File: config.mk
export PLATFORM = sky130hd
export DESIGN_NAME = hdmi_link_sequencer
export DESIGN_NICKNAME = d
export VERILOG_FILES = /design/src/rtl/hdmi_link_sequencer.sv
export SDC_FILE = /design/constraint.sdc
export NUM_CORES = 1
export LEC_CHECK = 0
export BUFFER_PORTS_ARGS = -buffer_cell sky130_fd_sc_hd__buf_2
export CAP_MARGIN = 20
export CORE_MARGIN = 2
export CORE_UTILIZATION = 50
export CTS_BUF_LIST = sky130_fd_sc_hd__clkbuf_8
export DETAILED_ROUTE_END_ITERATION = 10
export PLACE_DENSITY = 0.74
export SYNTH_ARGS = -nofsm -noshare
export SYNTH_HDL_FRONTEND = slang
export SYNTH_SLANG_ARGS = --single-unit
File: constraint.sdc
create_clock -name clk_200mhz -period 2.4 [get_ports clk_200mhz]
set_input_delay 0.48 -clock clk_200mhz [delete_from_list [all_inputs] [get_ports clk_200mhz]]
set_output_delay 0.48 -clock clk_200mhz [all_outputs]
set_load 0.05 [all_outputs]
File: src/rtl/hdmi_link_sequencer.sv
// Power-up / recovery sequencer for the TMDS output path: pulses the pixel MMCM reset,
// qualifies lock, debounces hot-plug detect and gates the pixel reset and video enable.
module hdmi_link_sequencer #(
    parameter int RST_CYCLES      = 16,
    parameter int LOCK_TIMEOUT    = 200000,
    parameter int SETTLE_CYCLES   = 1024,
    parameter int DEBOUNCE_CYCLES = 2000000,
    parameter int CNT_W           = 24
) (
    input  logic       clk_200mhz,
    input  logic       rst,
    input  logic       restart,
    input  logic       mmcm_locked,
    input  logic       hdmi_hpd,
    output logic       mmcm_rst,
    output logic       pixel_rst,
    output logic       video_en,
    output logic       hpd_db,
    output logic [2:0] state_o,
    output logic [7:0] lock_fail_cnt
);

    localparam logic [2:0] S_MMCM_RST  = 3'd0;
    localparam logic [2:0] S_WAIT_LOCK = 3'd1;
    localparam logic [2:0] S_SETTLE    = 3'd2;
    localparam logic [2:0] S_WAIT_HPD  = 3'd3;
    localparam logic [2:0] S_ACTIVE    = 3'd4;

    localparam logic [CNT_W-1:0] RST_LAST    = CNT_W'(RST_CYCLES - 1);
    localparam logic [CNT_W-1:0] LOCK_LAST   = CNT_W'(LOCK_TIMEOUT - 1);
    localparam logic [CNT_W-1:0] SETTLE_LAST = CNT_W'(SETTLE_CYCLES - 1);
    localparam logic [CNT_W-1:0] DB_LAST     = CNT_W'(DEBOUNCE_CYCLES - 1);

    logic             locked_meta_q, locked_s_q;
    logic             hpd_meta_q, hpd_s_q;
    logic             hpd_db_q, hpd_db_d;
    logic [CNT_W-1:0] dcnt_q, dcnt_d;
    logic [2:0]       state_q, state_d;
    logic [CNT_W-1:0] cnt_q, cnt_d;
    logic [7:0]       fail_q, fail_d;
    logic             fail_inc;
    logic             mmcm_rst_q, pixel_rst_q, video_en_q;

    // HPD debounce: a new level must persist for DEBOUNCE_CYCLES synchronized samples.
    always_comb begin
        hpd_db_d = hpd_db_q;
        dcnt_d   = '0;
        if (hpd_s_q != hpd_db_q) begin
            if (dcnt_q == DB_LAST) begin
                hpd_db_d = hpd_s_q;
            end else begin
                dcnt_d = dcnt_q + 1'b1;
            end
        end
    end

    always_comb begin
        state_d  = state_q;
        cnt_d    = cnt_q;
        fail_inc = 1'b0;
        if (restart) begin
            state_d = S_MMCM_RST;
            cnt_d   = '0;
        end else begin
            case (state_q)
                S_MMCM_RST: begin
                    if (cnt_q == RST_LAST) begin
                        state_d = S_WAIT_LOCK;
                        cnt_d   = '0;
                    end else begin
                        cnt_d = cnt_q + 1'b1;
                    end
                end
                S_WAIT_LOCK: begin
                    if (locked_s_q) begin
                        state_d = S_SETTLE;
                        cnt_d   = '0;
                    end else if (cnt_q == LOCK_LAST) begin
                        state_d  = S_MMCM_RST;
                        cnt_d    = '0;
                        fail_inc = 1'b1;
                    end else begin
                        cnt_d = cnt_q + 1'b1;
                    end
                end
                S_SETTLE: begin
                    if (!locked_s_q) begin
                        state_d  = S_MMCM_RST;
                        cnt_d    = '0;
                        fail_inc = 1'b1;
                    end else if (cnt_q == SETTLE_LAST) begin
                        state_d = S_WAIT_HPD;
                        cnt_d   = '0;
                    end else begin
                        cnt_d = cnt_q + 1'b1;
                    end
                end
                S_WAIT_HPD, S_ACTIVE: begin
                    if (!locked_s_q) begin
                        state_d  = S_MMCM_RST;
                        cnt_d    = '0;
                        fail_inc = 1'b1;
                    end else if (hpd_db_q != (state_q == S_ACTIVE)) begin
                        state_d = hpd_db_q ? S_ACTIVE : S_WAIT_HPD;
                    end
                end
                default: begin
                    state_d = S_MMCM_RST;
                    cnt_d   = '0;
                end
            endcase
        end
        fail_d = (fail_inc && (fail_q != 8'hFF)) ? fail_q + 8'd1 : fail_q;
    end

    // Outputs decode the next state so they change in the same cycle as state_q.
    always_ff @(posedge clk_200mhz) begin
        if (rst) begin
            locked_meta_q <= 1'b0;
            locked_s_q    <= 1'b0;
            hpd_meta_q    <= 1'b0;
            hpd_s_q       <= 1'b0;
            hpd_db_q      <= 1'b0;
            dcnt_q        <= '0;
            state_q       <= S_MMCM_RST;
            cnt_q         <= '0;
            fail_q        <= 8'd0;
            mmcm_rst_q    <= 1'b1;
            pixel_rst_q   <= 1'b1;
            video_en_q    <= 1'b0;
        end else begin
            locked_meta_q <= mmcm_locked;
            locked_s_q    <= locked_meta_q;
            hpd_meta_q    <= hdmi_hpd;
            hpd_s_q       <= hpd_meta_q;
            hpd_db_q      <= hpd_db_d;
            dcnt_q        <= dcnt_d;
            state_q       <= state_d;
            cnt_q         <= cnt_d;
            fail_q        <= fail_d;
            mmcm_rst_q    <= (state_d == S_MMCM_RST);
            pixel_rst_q   <= (state_d == S_MMCM_RST) || (state_d == S_WAIT_LOCK) ||
                             (state_d == S_SETTLE);
            video_en_q    <= (state_d == S_ACTIVE);
        end
    end

    assign mmcm_rst      = mmcm_rst_q;
    assign pixel_rst     = pixel_rst_q;
    assign video_en      = video_en_q;
    assign hpd_db        = hpd_db_q;
    assign state_o       = state_q;
    assign lock_fail_cnt = fail_q;

endmodule

==> results of run 1 <==
## per-layer routing
metal,up-vias,routed length (um)
li1,1310,-
met1,1151,3069
met2,55,2604
met3,6,252
met4,0,70
met5,-,0
## path summary, 6_finish.rpt
path | from | endpoint | slack (ps) | cells after the start
max | cnt_q[0] | cnt_q[22] | 220 | 8
min | mmcm_locked | locked_meta_q | 350 | 2
max reg2reg | cnt_q[0] | cnt_q[22] | 220 | 8
min reg2reg | locked_meta_q | locked_s_q | 440 | 1
## logic make-up (layout without fill, tap and decap cells)
family | Yosys count | count (layout)
simple gates | 195 | 195
flops | 67 | 67
xor+xnor | 46 | 46
compound gates | 32 | 32
buf+inv | 19 | 47
fa+ha+maj | 3 | 3
mux | 2 | 2
## layout make-up
| cell class | instances | share of cell area |
|---|---|---|
| timing repair buffer | 24 | 0.03827 |
| clock buffer | 10 | 0.03971 |
| multi-input combinational | 278 | 0.4910 |
| clock inverter | 6 | 0.009386 |
| sequential | 67 | 0.3870 |
| inverter | 7 | 0.007581 |
| tap | 75 | 0.02708 |
## flip-flops by register name, summed over array words and instances (netlist names)
| name | count |
|---|---|
| hpd_s_q | 1 |
| video_en | 1 |
| pixel_rst | 1 |
| hpd_db | 1 |
| mmcm_rst | 1 |
| hpd_meta_q | 1 |
| cnt_q | 24 |
| state_o | 3 |
| dcnt_q | 24 |
| lock_fail_cnt | 8 |
| locked_meta_q | 1 |
| locked_s_q | 1 |
## worst reg2reg max path, delay by kind of cell (launching register included)
family	cells	cell delay, ps
AO/OA/AOI/OAI	2	650
adder cells (fa/ha/maj)	1	190
buffers and inverters	1	200
flip-flops	1	360
AND/OR/NAND/NOR	4	670
## through the flow
step	util	cells	worst slack [ps]	total power [uW]
3_5_place_dp	0.5480	451	177.2	1192
3_3_place_gp	0.5480	451	248.7	1191
6_report	0.5785	467	221.1	1957
2_1_floorplan	-	364	160.8	1176
4_1_cts	0.5764	467	156.4	1981
5_1_grt	0.5785	467	60.88	2049
## power groups by stage
stage / registers, uW / clock network (uW) / logic (uW)
CTS: 1130 / 814 / 41.0
global route: 1130 / 877 / 46.4
detailed placement: 1150 / 0 / 40.9
finish: 1130 / 790 / 41.7
floorplan: 1150 / 0 / 26.1
global placement: 1150 / 0 / 40.0
## cell usage in the layout (no fill, tap or decap), drive strengths merged, types with 3 or more instances in the layout
master	Yosys	final
inv	7	8
dfxtp	67	67
nor3b	5	5
a21oi	6	6
buf	6	24
and4	3	3
nor4	7	7
xor2	13	13
clkbuf	6	10
nor4b	4	4
nand4	14	14
nor2	72	72
xnor2	33	33
nor2b	7	7
a31oi	3	3
ha	3	3
o21ai	14	14
and3	12	12
nand2	21	21
nand3	21	21
clkinv	0	5
nor3	16	16
## cells in the mapped netlist (all sizes together), types with 3 or more instances
cell    count
a21oi       6
a31oi       3
and3       12
and4        3
buf         6
clkbuf      6
dfxtp      67
ha          3
inv         7
nand2      21
nand3      21
nand4      14
nor2       72
nor2b       7
nor3       16
nor3b       5
nor4        7
nor4b       4
o21ai      14
xnor2      33
xor2       13
## repair_timing
action                     in CTS  in global routing
setup endpoints to repair       0                 13
gates resized for setup         0                  2
buffers inserted                0                  0
==> flow_summary.yaml, run 1 <==
status:
  outcome: "completed"
timing:
  setup-violations-final: 0
  setup-tns-final_ps: 0
  pins_over_their_slew_limit: 0
  clock-skew-final_ps: 11.63
  worstMarginPinSlew_ps: 604.1
  timing.slew.headroom: 0.5958
  achievable-frequency_ghz: 0.4590
  hold_viol_final: 0
  fin_crit_sh: 0.9079
  final_critical_path_required_period_ps: 2179
  setup_repair_after_global_routing_missed_its_margin: "no"
  whs_ps: 352.9
yosys:
  synth_compound_gate_area_share: 0.06180
  synth-seq-cells: 67
  ys_types: 50
  yosys_most_used_dff: "sky130_fd_sc_hd__dfxtp_1"
  yosysSeqAreaShare: 0.4302
  fraction_of_the_mapped_netlist_area_in_adder_cells: 0.01204
  main_combinational_cell_family_by_area_after_synthesis: "simple AND/OR/NAND/NOR gates"
  synth_enable_flop_cells: 0
  synthesis.area_um2: 3118
  synthSimpleGateAreaFrac: 0.3323
  synth_xor_area_frac: 0.1292
  postSynthAreaPerCell_um2: 8.566
  synth.largest_area_cell: "sky130_fd_sc_hd__dfxtp_1"
  post_synthesis_cell_count: 364
  synth_area_leaders: "sky130_fd_sc_hd__dfxtp_1 (43%), sky130_fd_sc_hd__xnor2_1 (9.3%), sky130_fd_sc_hd__nor2_1 (8.5%), sky130_fd_sc_hd__xor2_1 (3.7%), sky130_fd_sc_hd__nand3_1 (3.4%)"
  synth.yosys.warnings: 0
  netlist.area_leader.share: 0.4302
  syn_nets: 372
  muxShareOfSynthArea: 0.006421
  synthArstFlopShare: 0
placement:
  gpl.final_weighted_congestion: 0.9565
  port_buffers: 19
  placedInstanceArea_um2: 3283
  place.detailed.hpwl_mm: 4.303
setup_path:
  critical_path_class: "reg2reg"
  worstPathRequired_ps: 2620
  cp_top_family: "simple AND/OR/NAND/NOR gates"
  worst_setup_path_end_kind: "flip-flop"
  startpoint_type: "flip-flop"
  slowest_delay_ps: 380
  worst-path-max-fanout: 7
  critPathSlowestCell: "sky130_fd_sc_hd__o31ai_1"
  path_cells: "ha_1 > and3_1 > nand3_1 > o31ai_1 > nand3_2 > o21ai_4 > buf_4 > nor2_1"
  cp.arrival_ps: 2400
  buf_inv_on_cp: 1
detailed_routing:
  via_count: 2522
  viasPerCell: 5.400
  dr.pass1.iters: 4
  route.detailed.drc: 0
  drt_iter0_drc: 125
  drtAntennaViolNets: 0
  routedWlPerCell_um: 12.84
  drt-total-wl_mm: 5.997
floorplan:
  die-height_um: 82.97
  fp.dieArea_um2: 6884
  die_w_um: 82.97
  io-pin-count: 20
  core_area_um2: 5991
  effective_utilization_at_floorplan: 0.5205
  placementRows: 28
grt:
  groute.layer.met1.usage: 0.2550
  overflow: 0
  gr-max-usage-layer: "met2"
  first_pass_grt_wire_length_mm: 10.38
  grtUsageMet2: 0.2720
  gr-usage-all-layers: 0.1844
  grt_antenna_before_repair: 0
  grt_max_degree: 24
  first_global_vias: 2318
  fraction_of_met3_tracks_used_by_global_routing: 0.05865
power_and_ir_drop:
  power.density_cell_area_nw_per_um2: 564.7
  irDropWorstVdd_mv: 0.5145
  internal_uw: 1529
  netSwitchingFraction: 0.2189
  power_frac_seq: 0.575
  power.static_leakage_uw: 0.001179
  power.share.clock: 0.403
  combPwrFrac: 0.021
  p_sw_uw: 428.3
hold_path:
  holdCritPathClass: "in2reg"
cts:
  clock_insertion_delay_worst_skew_ps: 340
  tritoncts: "yes"
  holdBufCountCts: 0
  h-tree-depth: 3
  clk_pin_slew_ps: 70
  cts_inserted_buffers: 9
  cts_buffer_depth: 2
  clock_sink_count: 67
  clock_tree.root_cell: "sky130_fd_sc_hd__clkbuf_8"
finish:
  postLayoutCellArea_um2: 3466
  area_delta_synth_final_pct: 11.16
  antenna-diode-count: 0
  multi_input_area_um2: 1702
  layout-drive-gt1-share: 0.1352
  final.fill_count: 549
  layout.nets: 395
  ff_latch_area_um2: 1341
job:
  maxCapViolCount: 0
(Power assumes the default switching activity.)
==> run 2, diff against run 1 <==
--- a/config.mk
+++ b/config.mk
@@ -9,7 +9,6 @@
 export CAP_MARGIN = 20
 export CORE_MARGIN = 2
 export CORE_UTILIZATION = 50
-export CTS_BUF_LIST = sky130_fd_sc_hd__clkbuf_8
 export DETAILED_ROUTE_END_ITERATION = 10
 export PLACE_DENSITY = 0.74
 export SYNTH_ARGS = -nofsm -noshare
==> flow_summary.yaml, run 2 (synthesis gave the netlist of run 1 again) <==
setup_path:
  worst-path-max-fanout: 7
  cp.arrival_ps: 2400
  critical_path_class: "reg2reg"
  buf_inv_on_cp: 1
  slowest_delay_ps: 380
  worst_setup_path_end_kind: "flip-flop"
  cp_top_family: "simple AND/OR/NAND/NOR gates"
  critPathSlowestCell: "sky130_fd_sc_hd__o31ai_1"
  path_cells: "ha_1 > and3_1 > nand3_1 > o31ai_1 > nand3_2 > o21ai_4 > buf_4 > nor2_1"
  startpoint_type: "flip-flop"
  timing.reg2reg.setup_slack_ps: 220
  worstPathRequired_ps: 2620
cts:
  clock_tree.root_cell: "sky130_fd_sc_hd__clkbuf_8"
  clock_sink_count: 67
  holdBufCountCts: 0
  clk_pin_slew_ps: 70
  clock_insertion_delay_worst_skew_ps: 340
  cts_buffer_depth: 2
  tritoncts: "yes"
  cts_inserted_buffers: 9
  h-tree-depth: 3
floorplan:
  core_area_um2: 5991
  io-pin-count: 20
  fp.dieArea_um2: 6884
  die-height_um: 82.97
  effective_utilization_at_floorplan: 0.5205
  placementRows: 28
  die_w_um: 82.97
timing:
  setup_repair_after_global_routing_missed_its_margin: "no"
  pins_over_their_slew_limit: 0
  setup-violations-final: 0
  clock-skew-final_ps: 11.41
  final_critical_path_required_period_ps: 2180
  hold_viol_final: 0
  achievable-frequency_ghz: 0.4587
  setup-tns-final_ps: 0
  fin_crit_sh: 0.9083
  timing.slew.headroom: 0.5958
  worstMarginPinSlew_ps: 604.1
placement:
  place.detailed.hpwl_mm: 4.303
  gpl.final_weighted_congestion: 0.9565
  dpl.cell_count: 451
  port_buffers: 19
finish:
  area_delta_synth_final_pct: 11.16
  layout-drive-gt1-share: 0.1352
  layout.nets: 395
  mostFrequentLayoutCell: "sky130_fd_sc_hd__nor2_1"
  antenna-diode-count: 0
  layout.cells.most_common_list: "sky130_fd_sc_hd__nor2_1 (71), sky130_fd_sc_hd__dfxtp_1 (67), sky130_fd_sc_hd__xnor2_1 (33)"
  post_layout_nonfiller_instances: 467
  final.fill_count: 549
grt:
  grt_antenna_before_repair: 0
  gr-usage-all-layers: 0.1844
  overflow: 0
  first_pass_grt_wire_length_mm: 10.38
  grt_max_degree: 24
  first_global_vias: 2318
detailed_routing:
  route.detailed.drc: 0
  drt-total-wl_mm: 5.998
  routedWlPerCell_um: 12.84
  drt_iter0_drc: 125
  drtAntennaViolNets: 0
  via_count: 2523
  viasPerCell: 5.403
  dr.pass1.iters: 4
job:
  maxCapViolCount: 0
status:
  outcome: "completed"
power_and_ir_drop:
  power.density_cell_area_nw_per_um2: 565.9
  power.static_leakage_uw: 0.001175
  irDropWorstVdd_mv: 0.5145
  p_total_uw: 1961
hold_path:
  holdCritPathClass: "in2reg"
[run 2: path summary, 6_finish.rpt]
path | start | end | cells after the start
min | mmcm_locked | locked_meta_q | 2
min reg2reg | locked_meta_q | locked_s_q | 1
max | cnt_q[0] | cnt_q[22] | 8
max reg2reg | cnt_q[0] | cnt_q[22] | 8
[run 2: worst register-to-register path, cell delays in order, from the launching register on]
cell                      delay (ps)
sky130_fd_sc_hd__dfxtp_1         360
sky130_fd_sc_hd__ha_1            190
sky130_fd_sc_hd__and3_1          260
sky130_fd_sc_hd__nand3_1         140
sky130_fd_sc_hd__o31ai_1         380
sky130_fd_sc_hd__nand3_2         220
sky130_fd_sc_hd__o21ai_4         270
sky130_fd_sc_hd__buf_4           200
sky130_fd_sc_hd__nor2_1           50
[run 2: timing repair]
action	4_1_cts	5_1_grt
endpoints found under the setup margin	0	13
resized for setup	0	2
setup buffers	0	0
[run 2: cell type report]
class,count,area (um2),area share
Timing Repair Buffer,24,132.6,0.03827
Sequential cell,67,1341,0.3870
Inverter,7,26.28,0.007581
Multi-Input combinational cell,278,1702,0.4910
Clock inverter,5,28.78,0.008303
Tap cell,75,93.84,0.02708
Clock buffer,11,141.4,0.04079
[run 2: routing by layer]
| metal | share of wire | global-route usage | wire [um] |
|---|---|---|---|
| met2 | 0.43 | 0.2720 | 2588 |
| met3 | 0.042 | 0.05865 | 252 |
| met5 | 0 | 0 | 0 |
| met1 | 0.51 | 0.2550 | 3086 |
| met4 | 0.012 | 0.06259 | 70 |
[run 2: stage by stage]
| stage | hold slack [ps] | worst slack, ps | cell area, um2 | util |
|---|---|---|---|---|
| 2_1_floorplan | 413.8 | 160.8 | 3118 | - |
| 5_1_grt | 352.6 | 60.88 | 3466 | 0.5785 |
| 6_report | 352.7 | 220.0 | 3466 | 0.5785 |
| 4_1_cts | 342.9 | 156.4 | 3453 | 0.5764 |
| 3_5_place_dp | 426.5 | 177.2 | 3283 | 0.5480 |
| 3_3_place_gp | 414.7 | 248.7 | 3283 | 0.5480 |
[run 2: power by group]
| part | internal, uW | switching, uW | total, uW |
|---|---|---|---|
| clock network | 397 | 397 | 794 |
| logic | 16.1 | 25.6 | 41.6 |
| registers | 1120 | 6.13 | 1130 |
